### src/rtl/balance_seq.sv
// Run-state sequencer for the balance controller: arms on a power request, paces the sample
// strobe and latches faults. Define BALANCE_SEQ_WDOG_EN to compile in the sample watchdog.
module balance_seq #(
  parameter int unsigned ARM_SAMPLES = 8,
  parameter int unsigned TF_LIMIT    = 4,
  parameter int unsigned WDOG_CYC    = 4096
) (
  input  logic       clk,
  input  logic       rst_n,
  input  logic       pwr_req,
  input  logic       ptch_vld,
  input  logic       rider_off,
  input  logic       too_fast,
  input  logic       en_steer_req,
  output logic       vld_out,
  output logic       pwr_up,
  output logic       en_steer,
  output logic       fault,
  output logic [2:0] state
);

  typedef enum logic [2:0] {
    S_OFF    = 3'd0,
    S_ARM    = 3'd1,
    S_RUN    = 3'd2,
    S_SHUTDN = 3'd3,
    S_FAULT  = 3'd4
  } state_t;

  localparam logic [7:0] ARM_TARGET = 8'(ARM_SAMPLES);
  localparam logic [3:0] TF_TARGET  = 4'(TF_LIMIT);

  state_t     state_q, state_d;
  logic       pwr_req_q, rise_q;
  logic [7:0] arm_cnt_q, arm_cnt_d;
  logic [3:0] tf_cnt_q, tf_cnt_d;
  logic       wdog_trip;
  logic       live_d;

  // NOTE: clocked blocks use non-blocking (<=) so every register samples pre-edge values.
  always_ff @(posedge clk or negedge rst_n) begin
    if (!rst_n) begin
      pwr_req_q <= 1'b1;  // a request already high at reset release is not an edge
      rise_q    <= 1'b0;
    end else begin
      pwr_req_q <= pwr_req;
      rise_q    <= pwr_req & ~pwr_req_q;
    end
  end

`ifdef BALANCE_SEQ_WDOG_EN
  localparam logic [12:0] WDOG_TERM = 13'(WDOG_CYC);
  logic [12:0] wdog_q, wdog_d;

  // Counts idle cycles between samples while armed or running; zero everywhere else.
  always_comb begin
    wdog_d = '0;
    if ((state_q == S_ARM || state_q == S_RUN) && !ptch_vld)
      wdog_d = (wdog_q == WDOG_TERM) ? wdog_q : wdog_q + 13'd1;
  end

  assign wdog_trip = (wdog_d == WDOG_TERM);

  always_ff @(posedge clk or negedge rst_n) begin
    if (!rst_n) wdog_q <= '0;
    else        wdog_q <= wdog_d;
  end
`else
  // No watchdog in this build; the tie-off keeps the shared parameter list referenced.
  assign wdog_trip = 1'b0 & (WDOG_CYC != 0);
`endif

  // NOTE: every signal driven here gets a default first, so no path can infer a latch.
  always_comb begin
    state_d   = state_q;
    arm_cnt_d = arm_cnt_q;
    tf_cnt_d  = tf_cnt_q;
    unique case (state_q)
      S_OFF: begin
        if (rise_q) begin
          state_d   = S_ARM;
          arm_cnt_d = '0;
          tf_cnt_d  = '0;
        end
      end
      S_ARM: begin
        if (ptch_vld && arm_cnt_q != 8'hFF) arm_cnt_d = arm_cnt_q + 8'd1;
        if (wdog_trip)                                state_d = S_FAULT;
        else if (!pwr_req)                            state_d = S_SHUTDN;
        else if (ptch_vld && arm_cnt_d >= ARM_TARGET) state_d = S_RUN;
      end
      S_RUN: begin
        if (ptch_vld) begin
          if (!too_fast)              tf_cnt_d = '0;
          else if (tf_cnt_q != 4'hF)  tf_cnt_d = tf_cnt_q + 4'd1;
        end
        if (wdog_trip)                  state_d = S_FAULT;
        else if (tf_cnt_d >= TF_TARGET) state_d = S_FAULT;
        else if (!pwr_req)              state_d = S_SHUTDN;
      end
      S_SHUTDN: begin
        // A departing rider wins over a returning request.
        if (ptch_vld && rider_off) state_d = S_OFF;
        else if (pwr_req)          state_d = S_RUN;
      end
      S_FAULT: begin
        if (!pwr_req) state_d = S_OFF;
      end
      default: state_d = S_OFF;
    endcase
  end

  // Outputs are registered from the next state so they change on the same edge as state.
  assign live_d = (state_d == S_ARM) || (state_d == S_RUN) || (state_d == S_SHUTDN);

  always_ff @(posedge clk or negedge rst_n) begin
    if (!rst_n) begin
      state_q   <= S_OFF;
      arm_cnt_q <= '0;
      tf_cnt_q  <= '0;
      pwr_up    <= 1'b0;
      vld_out   <= 1'b0;
      en_steer  <= 1'b0;
      fault     <= 1'b0;
    end else begin
      state_q   <= state_d;
      arm_cnt_q <= arm_cnt_d;
      tf_cnt_q  <= tf_cnt_d;
      pwr_up    <= live_d;
      vld_out   <= ptch_vld & live_d;
      en_steer  <= (state_d == S_RUN) & en_steer_req & ~rider_off;
      fault     <= (state_d == S_FAULT);
    end
  end

  assign state = state_q;

endmodule

### config.mk
export PLATFORM = sky130hd
export DESIGN_NAME = balance_seq
export DESIGN_NICKNAME = d
export VERILOG_FILES = /design/src/rtl/balance_seq.sv
export SDC_FILE = /design/constraint.sdc
export NUM_CORES = 1
export LEC_CHECK = 0
export ABC_AREA = 0
export ABC_CLOCK_PERIOD_IN_PS = 4350
export BUFFER_PORTS_ARGS = -buffer_cell sky130_fd_sc_hd__buf_2
export CAP_MARGIN = 20
export CORE_UTILIZATION = 55
export CTS_CLUSTER_DIAMETER = 150
export DETAILED_ROUTE_END_ITERATION = 10
export GPL_TIMING_DRIVEN = 0
export HOLD_SLACK_MARGIN = 0.15
export PLACE_DENSITY_LB_ADDON = 0.2
export SYNTH_ARGS = -nofsm -noshare
export SYNTH_HDL_FRONTEND = slang
export SYNTH_SLANG_ARGS = --single-unit
### constraint.sdc
create_clock -name clk -period 4.35 [get_ports clk]
set_input_delay 0.435 -clock clk [delete_from_list [all_inputs] [get_ports clk]]
set_output_delay 0.435 -clock clk [all_outputs]
set_load 0.02 [all_outputs]
# Word level (Yosys, flattened, before mapping)
# Index checks and enable logic that the tools add are counted.
[classes] n_reduce_logical=10 n_eq_ne=11 n_mux=19 add_sub_neg=2 order_cmp=2 bitwise=6
[ops] operator="$mux 3" count=8
[ops] operator="$mux 8" count=3
[ops] operator="$mux 4" count=5
[ops] operator="$pmux 8 s2" count=1
[ops] operator="$pmux 3 s5" count=1
[ops] operator="$eq 3x2->1 const B" count=4
[ops] operator="$add 8x1->8 const B" count=1
[ops] operator="$ge 8x4->1 const B" count=1
[ops] operator="$ne 8x8->1 const B" count=1
[ops] operator="$pmux 4 s2" count=1
[ops] operator="$eq 3x1->1 const B" count=2
[ops] operator="$eq 3x3->1 const B" count=2
[ops] operator="$add 4x1->4 const B" count=1
[ops] operator="$and 1x1->1" count=4
[ops] operator="$ge 4x3->1 const B" count=1
[ops] operator="$ne 4x4->1 const B" count=1
[ops] operator="$reduce_and 2->1" count=2
[ops] operator="$reduce_bool 2->1" count=2
[ops] operator="$logic_and 1x1->1" count=3
[ops] operator="$logic_not 3->1" count=1
[ops] operator="$logic_or 1x1->1" count=2
[ops] operator="$ne 2x2->1 const B" count=1
[ops] operator="$not 1->1" count=2
[totals] register_bits=21 out_inout_bits=7 elab_cells=59

# Longest topological paths before layout
[logic_depth] word_depth=13 depth_mapped=6

# Worst setup path after synthesis
# OpenSTA, ideal clock, no wires.
[synth_path] path_kind="register -> register" from="reg arm_cnt_q[0]" to="reg vld_out" synth_period_minus_slack_ns=1.559 setup_slack_ns=2.791 required_time_ns=4.221 path_buffers=0 arrival_ns=1.431 stages_incl_launch_ff=7 cell_sequence="dfrtp_1 > ha_1 > nand2b_1 > mux2_2 > o21ai_2 > a21o_1 > a21boi_2"
[synth_between] elab_chain_cells=13 elab_cells_between_ends=16 cone_classes="add/sub (1); order compare (1); eq/ne (4); mux (5); bitwise (1); reduce/logical (4)"
[synth_rtl] element="start, declared" line="35" text="logic [7:0] arm_cnt_q, arm_cnt_d;"
[synth_rtl] element="start signal, assigned" line="127" text="arm_cnt_q <= arm_cnt_d;"
[synth_rtl] element="branches (longest 2 deep; another with $add 8x1->8)"
[synth_rtl] element="$mux 8 *" line="87" text="if (ptch_vld && arm_cnt_q != 8'hFF) arm_cnt_d = arm_cnt_q + 8'd1;"
[synth_rtl] element="$mux 8 *" line="78" text="unique case (state_q)"
[synth_rtl] element="$ge 8x4->1 *" line="90" text="else if (ptch_vld && arm_cnt_d >= ARM_TARGET) state_d = S_RUN;"
[synth_rtl] element="$logic_and 1x1->1 *" line="90"
[synth_rtl] element="$mux 3 *" line="90"
[synth_rtl] element="$mux 3 *" line="89" text="else if (!pwr_req) state_d = S_SHUTDN;"
[synth_rtl] element="$pmux 3 s5 *" line="78"
[synth_rtl] element="$eq 3x1->1 or $eq 3x2->1 (tied branches)" line="114" text="assign live_d = (state_d == S_ARM) || (state_d == S_RUN) || (state_d == S_SHUTDN);"
[synth_rtl] element="$logic_or 1x1->1" line="114"
[synth_rtl] element="$logic_or 1x1->1 *" line="114"
[synth_rtl] element="$and 1x1->1 *" line="130" text="vld_out <= ptch_vld & live_d;"
[synth_rtl] element="end signal, assigned" line="130"
[synth_rtl] element="end, declared" line="15" text="output logic vld_out,"
# Mark *: on every way between the ends. The select of a mux whose other input is x is not followed.
# A chain may end at the register's enable or synchronous reset.

# Worst setup path after layout
[layout_path] from="reg tf_cnt_q[0]" to="reg vld_out"
[layout_between] elab_chain_cells=12 elab_cells_between_ends=15 cone_classes="add/sub (1); order compare (1); eq/ne (4); mux (6); bitwise (1); reduce/logical (2)"
[layout_rtl] element="start, declared" line="36" text="logic [3:0] tf_cnt_q, tf_cnt_d;"
[layout_rtl] element="start signal, assigned" line="128" text="tf_cnt_q <= tf_cnt_d;"
[layout_rtl] element="$add 4x1->4 or $ne 4x4->1 (tied branches)" line="95" text="else if (tf_cnt_q != 4'hF) tf_cnt_d = tf_cnt_q + 4'd1;"
[layout_rtl] element="$mux 4" line="95"
[layout_rtl] element="$mux 4" line="94" text="if (!too_fast) tf_cnt_d = '0;"
[layout_rtl] element="$mux 4 *" line="93" text="if (ptch_vld) begin"
[layout_rtl] element="$mux 4 *" line="78"
[layout_rtl] element="$ge 4x3->1 *" line="98" text="else if (tf_cnt_d >= TF_TARGET) state_d = S_FAULT;"
[layout_rtl] element="$mux 3 *" line="98"
[layout_rtl] element="$pmux 3 s5 *" line="78"
[layout_rtl] element="$eq 3x1->1 or $eq 3x2->1 (tied branches)" line="114"
[layout_rtl] element="$logic_or 1x1->1" line="114"
[layout_rtl] element="$logic_or 1x1->1 *" line="114"
[layout_rtl] element="$and 1x1->1 *" line="130"
# Mark *: on every way between the ends. The rest lies on a longest branch, timed or not. The select of a mux whose other input is x is not followed.

==> flow_summary.yaml <==
layout:
  syn2layout_area_growth_pct: 11.5
  nets: 144
  antennaDiodeCount: 0
  fill_cells: 164
  drive_above_1_share_pct: 23.1
  layout_commonest_cell: "dfrtp_1"
  final_cell_mix: "dfrtp_1, buf_2, nand2_1"
clock_tree:
  cts-root-buf: "clkbuf_4"
  postCtsSetupBuffers: 0
  clk_pin_slew_ps: 120
  cts_tree: "done"
  cts.path.max_buffers: 2
  numCtsBuffers: 3
  clock_latency_ps: 310
  cts.sinks: 21
  htree_levels: 1
  cts_resized: 0
timing:
  fin_crit_ps: 1750
  clock.fmax_mhz: 573
  skew_ps: 9.68
  worst_pin_slew_ps: 453
  report.final.setup_viol: 0
  hold_viol: 0
  rsz0062_at_grt: "false"
  finalSetupTns_ps: 0
  max_slew_margin_pct: 69.8
  finalCritPeriodShare_pct: 40.1
  drv_slew: 0
  setup_ws_ps: 2600
power_and_ir_drop:
  max-vdd-ir-drop_mv: 0.315
  cellPowerDensity_nw_per_um2: 522
  p_leak_nw: 0.595
global_route:
  groute.layer.met3.usage_pct: 3.46
  grt_max_degree: 22
  grt_use_total_pct: 20.2
  grt_busiest_layer: "met2"
  grtUsageMet2_pct: 33.1
  grt_pass1_vias: 841
  grtUsageMet1_pct: 26.9
  grt_pass1_wl_microns: 3680
  antenna_found_initial: 0
  grt-ovfl-total: 0
min_path:
  min_path_type: "input port to register"
worst_setup_path:
  cp.arrival_ps: 1990
  crit_type: "register to register"
  critPathCaptureType: "register"
  start_kind: "register"
  cp_top_family: "compound AO/OA/AOI/OAI gates"
  crit_path_top_delay_cell: "dfrtp_1"
  critical_path.max_fanout: 5
  cp_common_cell: "a21o_1"
  cp.required_ps: 4600
  critPathMaxStageDelay_ps: 430
  critPathBufInv: 0
  path_cells: "ha_1 > a211oi_1 > o21ai_0 > a21o_1 > a21o_1 > a21boi_2"
logic_synthesis:
  synth_compound_area_share_pct: 16.2
  yosys.area_share.adder_pct: 2.12
  ys_seq_area_share_pct: 44.6
  syn_nets: 125
  synth_top_family_by_area: "simple AND/OR/NAND/NOR gates"
  synth_warnings: 0
  synth_edf_count: 0
  async_reset_ff_share_pct: 100
  yosys.area.top_type_share_pct: 42.3
  syn_inst: 116
  syn_avg_cell_area_sq_um: 10.2
  ys_types: 42
  ys.flop_type: "dfrtp_1"
  synth-xor-area-share_pct: 0
  synth_area_sq_um: 1180
  synth_top_cell_by_area: "dfrtp_1"
  synth.area.top_cells: "dfrtp_1, nor4b_4, nand3_1, nand2_1, mux2i_1"
  yosys.area_share.simple_pct: 27.7
  ys_ff_latch: 21
  muxShareOfSynthArea_pct: 4.34
detailed_routing:
  vias: 940
  routed_wirelength_microns: 2190
  via_per_inst: 5.84
  drc_errors: 0
  ant_nets: 0
  wire_per_inst_microns: 13.6
  drt_iter0_markers: 27
  drtPass1Iterations: 6
floorplanning:
  io_pins: 14
  num_rows: 16
  die-area_sq_um: 2340
  core_sq_um: 1980
  initial_core_util_pct: 59.7
  dieWidth_microns: 48.4
  die_height_microns: 48.4
job:
  drv_cap: 0
status:
  outcome: "finished, final reports clean"
placement:
  place_ws_ps: 2630
  port-buffer-count: 13
  finalWeightedCongestion: 0.826
  dp_hpwl_microns: 1630
## sequential cells by signal (all words and copies together), names as in the netlist
register and flops:
fault 1, state 3, rise_q 1, en_steer 1
tf_cnt_q 4, pwr_up 1, pwr_req_q 1, vld_out 1
arm_cnt_q 8
## cell families after synthesis
kind of cell,count (synthesis)
multiplexers,5
adder cells (fa/ha/maj),2
buffers and inverters,10
AO/OA/AOI/OAI,28
flip-flops,21
AND/OR/NAND/NOR,50
## where the power goes
part / internal (mW) / switching [mW]
Sequential: 0.243 / 0.0399
Clock: 0.0343 / 0.0611
Combinational: 0.128 / 0.182
Total: 0.405 / 0.283
## timing repair
| action | CTS | global route |
|---|---|---|
| endpoints found under the hold margin | 20 | 0 |
| endpoints found under the setup margin | 0 | 0 |
| hold buffers | 1 | 0 |
## cells in the mapped netlist (3+ instances only)
cell type  count
nor2b_1        4
inv_1          6
nor3_1         3
nand3_1        9
a21oi_1        4
o21ai_0        5
mux2i_1        4
dfrtp_1       20
nand2_1       11
a31oi_1        6
nor2_1         6
## through the flow
step | total power [mW] | hold slack [ps] | cell area [sq um] | utilization [%] | instances
after floorplan | 0.523 | 139 | 1180 | - | 116
after global placement | 0.586 | 402 | 1280 | 64.6 | 156
after detailed placement | 0.594 | 407 | 1280 | 64.6 | 156
after CTS | 0.688 | 251 | 1320 | 66.5 | 161
after global routing | 0.738 | 239 | 1320 | 66.5 | 161
final | 0.688 | 259 | 1320 | 66.5 | 161
## layer usage
| layer | up-vias | wire [microns] |
|---|---|---|
| li1 | 463 | - |
| met5 | - | 0 |
| met1 | 449 | 1050 |
| met2 | 24 | 1020 |
| met4 | 0 | 25 |
| met3 | 4 | 95 |
## worst paths after layout
path / startpoint / endpoint / slack, ps / cells after the start
max in group asynchronous: rst_n / pwr_req_q$_DFF_PN1_ / 3420 / 2
max: tf_cnt_q[0]$_DFFE_PN0P_ / vld_out$_DFF_PN0_ / 2600 / 6
min reg2reg: pwr_req_q$_DFF_PN1_ / rise_q$_DFF_PN0_ / 510 / 1
min in group asynchronous: rst_n / en_steer$_DFF_PN0_ / 580 / 2
max reg2reg: tf_cnt_q[0]$_DFFE_PN0P_ / vld_out$_DFF_PN0_ / 2600 / 6
min: pwr_req / pwr_req_q$_DFF_PN1_ / 260 / 1
## area by class of cell
cell class	instances	area (sq um)	share of cell area, %
buffer	4	37.5	2.85
multi-input combinational	85	596	45.2
clock inverter	1	5.00	0.380
timing repair buffer	14	75.1	5.69
clock buffer	3	22.5	1.71
sequential	21	527	39.9
tap	27	33.8	2.56
inverter	6	22.5	1.71
(Power assumes the default switching activity.)
